## src/rtl/debounce_pkg.sv

```systemverilog
// rtl/debounce_pkg.sv - shared state encoding and defaults for the push-button debouncer
package debounce_pkg;

  // Bit 1 of the encoding is the debounced level (ONE and WAIT0 are the "high" half).
  typedef enum logic [1:0] {
    ZERO  = 2'b00,
    WAIT1 = 2'b01,
    ONE   = 2'b10,
    WAIT0 = 2'b11
  } db_state_e;

  // 2^21 cycles is roughly 21 ms at 100 MHz.
  localparam int DB_N_DEFAULT = 21;

endpackage

```

## src/rtl/sync_2ff.sv

```systemverilog
// rtl/sync_2ff.sv - two-flop synchronizer for asynchronous inputs, async active-low reset
module sync_2ff #(
  parameter int WIDTH = 1
) (
  input  logic             clk,
  input  logic             reset,
  input  logic [WIDTH-1:0] d,
  output logic [WIDTH-1:0] q
);

  logic [WIDTH-1:0] s1;

  always_ff @(posedge clk or negedge reset) begin
    if (!reset) begin
      s1 <= '0;
      q  <= '0;
    end else begin
      s1 <= d;
      q  <= s1;
    end
  end

endmodule

```

## src/rtl/debounce_fsmd.sv

```systemverilog
// rtl/debounce_fsmd.sv - switch debouncer: synchronizer plus four-state FSMD with 2^N-cycle stability window
module debounce_fsmd
  import debounce_pkg::*;
#(
  parameter int N = DB_N_DEFAULT
) (
  input  logic clk,
  input  logic reset,
  input  logic sw,
  output logic db_level,
  output logic db_tick,
  output logic db_fall_tick
);

  localparam logic [N-1:0] Q_FULL = '1;

  logic         sw_s;
  db_state_e    state, state_n;
  logic [N-1:0] q, q_n;
  logic         tick_n, fall_tick_n;

  sync_2ff #(
    .WIDTH(1)
  ) u_sync (
    .clk   (clk),
    .reset (reset),
    .d     (sw),
    .q     (sw_s)
  );

  // Every entry into a wait state reloads q; an aborted wait never resumes its count.
  always_comb begin
    state_n     = state;
    q_n         = q;
    tick_n      = 1'b0;
    fall_tick_n = 1'b0;
    unique case (state)
      ZERO: begin
        if (sw_s) begin
          state_n = WAIT1;
          q_n     = Q_FULL;
        end
      end
      WAIT1: begin
        if (!sw_s) begin
          state_n = ZERO;
        end else if (q == '0) begin
          state_n = ONE;
          tick_n  = 1'b1;
        end else begin
          q_n = q - N'(1);
        end
      end
      ONE: begin
        if (!sw_s) begin
          state_n = WAIT0;
          q_n     = Q_FULL;
        end
      end
      WAIT0: begin
        if (sw_s) begin
          state_n = ONE;
        end else if (q == '0) begin
          state_n     = ZERO;
          fall_tick_n = 1'b1;
        end else begin
          q_n = q - N'(1);
        end
      end
      default: begin
        state_n = ZERO;
      end
    endcase
  end

  always_ff @(posedge clk or negedge reset) begin
    if (!reset) begin
      state        <= ZERO;
      q            <= '0;
      db_tick      <= 1'b0;
      db_fall_tick <= 1'b0;
    end else begin
      state        <= state_n;
      q            <= q_n;
      db_tick      <= tick_n;
      db_fall_tick <= fall_tick_n;
    end
  end

  // Straight from the state register, so the level cannot glitch.
  assign db_level = (state == ONE) || (state == WAIT0);

endmodule

```

## config.mk

```make
export PLATFORM = sky130hd
export DESIGN_NAME = debounce_fsmd
export DESIGN_NICKNAME = d
export VERILOG_FILES = /design/src/rtl/debounce_pkg.sv /design/src/rtl/sync_2ff.sv /design/src/rtl/debounce_fsmd.sv
export SDC_FILE = /design/constraint.sdc
export NUM_CORES = 1
export LEC_CHECK = 0
export BUFFER_PORTS_ARGS = -buffer_cell sky130_fd_sc_hd__buf_4
export CAP_MARGIN = 20
export CELL_PAD_IN_SITES_DETAIL_PLACEMENT = 1
export CELL_PAD_IN_SITES_GLOBAL_PLACEMENT = 2
export CORE_UTILIZATION = 39
export DETAILED_ROUTE_END_ITERATION = 8
export PLACE_DENSITY_LB_ADDON = 0.05
export SLEW_MARGIN = 20
export SYNTH_ARGS = -nofsm -noshare
export SYNTH_HDL_FRONTEND = slang
export SYNTH_HIERARCHICAL = 1
export SYNTH_SLANG_ARGS = --single-unit
```

## constraint.sdc

```tcl
create_clock -name clk -period 2.9 [get_ports clk]
set_clock_uncertainty 0.2 [all_clocks]
set_input_delay 0.29 -clock clk [delete_from_list [all_inputs] [get_ports clk]]
set_output_delay 0.29 -clock clk [all_outputs]
set_load 0.005 [all_outputs]
```

==> results.md <==
- HPWL after DPL: just over 3 mm
- Most common library cells after synthesis: 27 x dfrtp_1, 13 x clkbuf_1, 10 x inv_1
- Initial Utilization: 40.7%
- Ports: 6
- Post-DR wirelength/cell: 19.3 µm
- Synth Net Count: 177
- Startpoint types: register
- WP data arrival: 2.62 ns
- Clock-pin slew on the worst setup and hold paths: around 0.10 ns
- Critical path peak fanout: 16
- Worst VDD drop: 0.295 mV
- Worst-Margin Slew: between 0.5 and 0.6 ns
- Worst stage delay on the critical path: 0.59 ns
- Worst-Skew Late Latency: between 0.2 and 0.3 ns
- Core area: between 0.004 and 0.005 mm²
- Post-Syn Area: 0.00164 mm²
- Top-count cell post-synth: dfrtp_1
- Worst hold path type: reg -> reg
- Vias per std cell: a little over 6
- Vias in the first global route: roughly 1.4k
- Number of detailed-route iterations in the first pass: 4
- Post-route ant nets: 0
- Final Wtd Congestion: 0.748
- Ys Warns: 6
- Async SR Flop Fraction: 100%
- Hold Worst Slack: around 0.17 ns
- Setup violators final: 0
- Post-synth EDFFs: 0
- CP required: 2.87 ns
- Sequential area share after synthesis: between 40% and 50%
- H-tree depth: 1
- Gate Count Post-Synth: 172
- Final period util: between 90 and 100%
- Final setup TNS: 0 ns
- Layout cells sized above 1: 14.9%
- Final Hold Fails: 0
- Pin count of the biggest net entering global routing: 28
- First-pass GRT wire length: 7.29 mm
- Chip width: 66.8 µm
- CP Launch Point: q[11]
- Total track usage: 21.9%
- Outcome: completed
- Endpoint type of the worst setup path: register
- Worst r2r src: q[11]
- Final Util: 44.1%
- Initial antenna violation count: 0
- Most used cell, CP: or4_4
- Delay-heaviest family, CP: simple AND/OR/NAND/NOR gates
- Seq cells post-synth: 27
- Worst R2R Path Depth: 5
- Final #Nets: 180
- Slew HR: between 60% and 70%
- Standard-cell rows: 23
- Leading area contributor after synthesis: dfrtp_1
- FMAX: 377 MHz
- WP depth: 5
- RSZ-0062 raised after global routing: no
- Mapped Avg Cell Area: 9.53 µm²
- Full die area: 0.00447 mm²
- Worst hold start: u_sync/s1
- Top cell type's share of synthesized area: 41.2%
- CTS tree: done
- Slew Viols, Final: 0
- Ant diodes: 0
- Flop2flop setup slack: around 0.25 ns
- Port Buffer Count: 5
- Post-synthesis cell type count: 46
- Clock Sinks: 27
- Clock root buffer: clkbuf_8
- DRC: 0
- Critical Path Sink: q[1]
- CTS buffer count: 3
- Global route overflow: 0
- Clock buffer depth: 2
- Die height: between 60 and 70 µm
- Routed wire length: 4.33 mm
- Bufs and invs on worst path: 1
- Tmin final: 2.65 ns
- Initial DRC count: 60
- Crit-path cells: or4_4 > or4_4 > o21ai_4 > inv_4 > mux2_2
- PD cells: between 500 and 600 mW/mm²
- Worst reg2reg path endpoint: q[1]
- Area Growth Syn to Fin: 8.47%
- Synth Flop Type: dfrtp_1
- CP Class: reg -> reg
- Slowest cell on crit path: or4_4
- Static Leakage: 0.672 nW
- Top cells by area, synth: dfrtp_1 41%, nor4_1 3.1%, clkbuf_1 3.0%
- Max-cap violations: 0
- Vias: 1385
## worst min path at each step
| stage | end | slack [ns] | cells past startpoint |
|---|---|---|---|
| 2_1_floorplan | async pin | -0.21 | 0 |
| 3_3_place_gp | q[16] | 0.03 | 1 |
| 3_5_place_dp | q[16] | 0.03 | 1 |
| 4_1_cts | u_sync/q | 0.18 | 0 |
| 5_1_grt | u_sync/q | 0.19 | 0 |
| 6_report | u_sync/q | 0.17 | 0 |
## where the power goes
part	internal (W)	switching [W]	total (W)	leakage [nW]
Combinational	0.0000843	0.0000920	0.000176	0.366
Sequential	0.000432	0.0000937	0.000526	0.284
Clock	0.0000985	0.000122	0.000220	0.0228
Total	0.000615	0.000307	0.000922	0.672
## timing repair
| action | in CTS | in global routing |
|---|---|---|
| setup buffers | 0 | 0 |
| endpoints found under the hold margin | 28 | 0 |
| hold buffers | 2 | 0 |
| resized for setup | 0 | 0 |
## stage by stage
step | instances | area, µm² | total power (W) | setup WS, ns
finish | 224 | 1780 | 0.000922 | 0.248
global route | 224 | 1780 | 0.000978 | 0.157
CTS | 224 | 1780 | 0.000930 | 0.233
detailed placement | 218 | 1710 | 0.000709 | 0.243
global placement | 218 | 1710 | 0.000695 | 0.292
floorplan | 172 | 1640 | 0.000642 | 0.392
## layout by cell type (no fill, tap or decap), drive strengths merged, types with 3 or more instances in the layout
master,instances
dfrtp,27
or4,5
mux2,4
o21ai,5
nand4,6
buf,11
nand3,9
clkbuf,4
nand2,8
mux2i,4
nor2,7
o211a,4
nor3,7
a2bb2oi,3
a211oi,6
inv,11
a21oi,4
or3,6
nor4,8
## layout make-up
class                   instances  area [µm²]
flip-flops and latches         27         676
repair buffers                 13         103
clock buffers                   4        45.0
multi-input cells             119         848
inverters                      11        43.8
well taps                      50        62.6
fillers                       472        2250
## cells by family (layout without fill, tap and decap cells)
kind of cell	Yosys count	in the layout	share of synthesized area (%)
XOR/XNOR	2	2	1.07
buffers and inverters	26	28	7.02
AO/OA/AOI/OAI	40	40	19.9
adder cells (fa/ha/maj)	2	2	1.53
flip-flops	27	27	41.2
AND/OR/NAND/NOR	67	67	23.8
multiplexers	8	8	5.42
## flip-flops by register name, indices dropped and copies added (netlist names), named ones only
signal and cells:
db_fall_tick 1, db_tick 1, q 21, state 1, u_sync/q 1, u_sync/s1 1
## worst reg2reg max path, stage by stage, from the launching register on
cell,delay [ns]
dfrtp_1,0.43
or4_4,0.58
or4_4,0.59
o21ai_4,0.29
inv_4,0.15
mux2_2,0.30
## routing by layer
metal  up-vias  wire [µm]  global-route usage (%)  share of wire [%]
met1       706       2050                    30.4                 47
met4         0         25                    5.05               0.58
met2        18       2130                    36.0                 49
met5         -          0                       0                  0
li1        659          -                       -                  -
met3         2        119                    2.74                2.7
(Power assumes the default switching activity.)
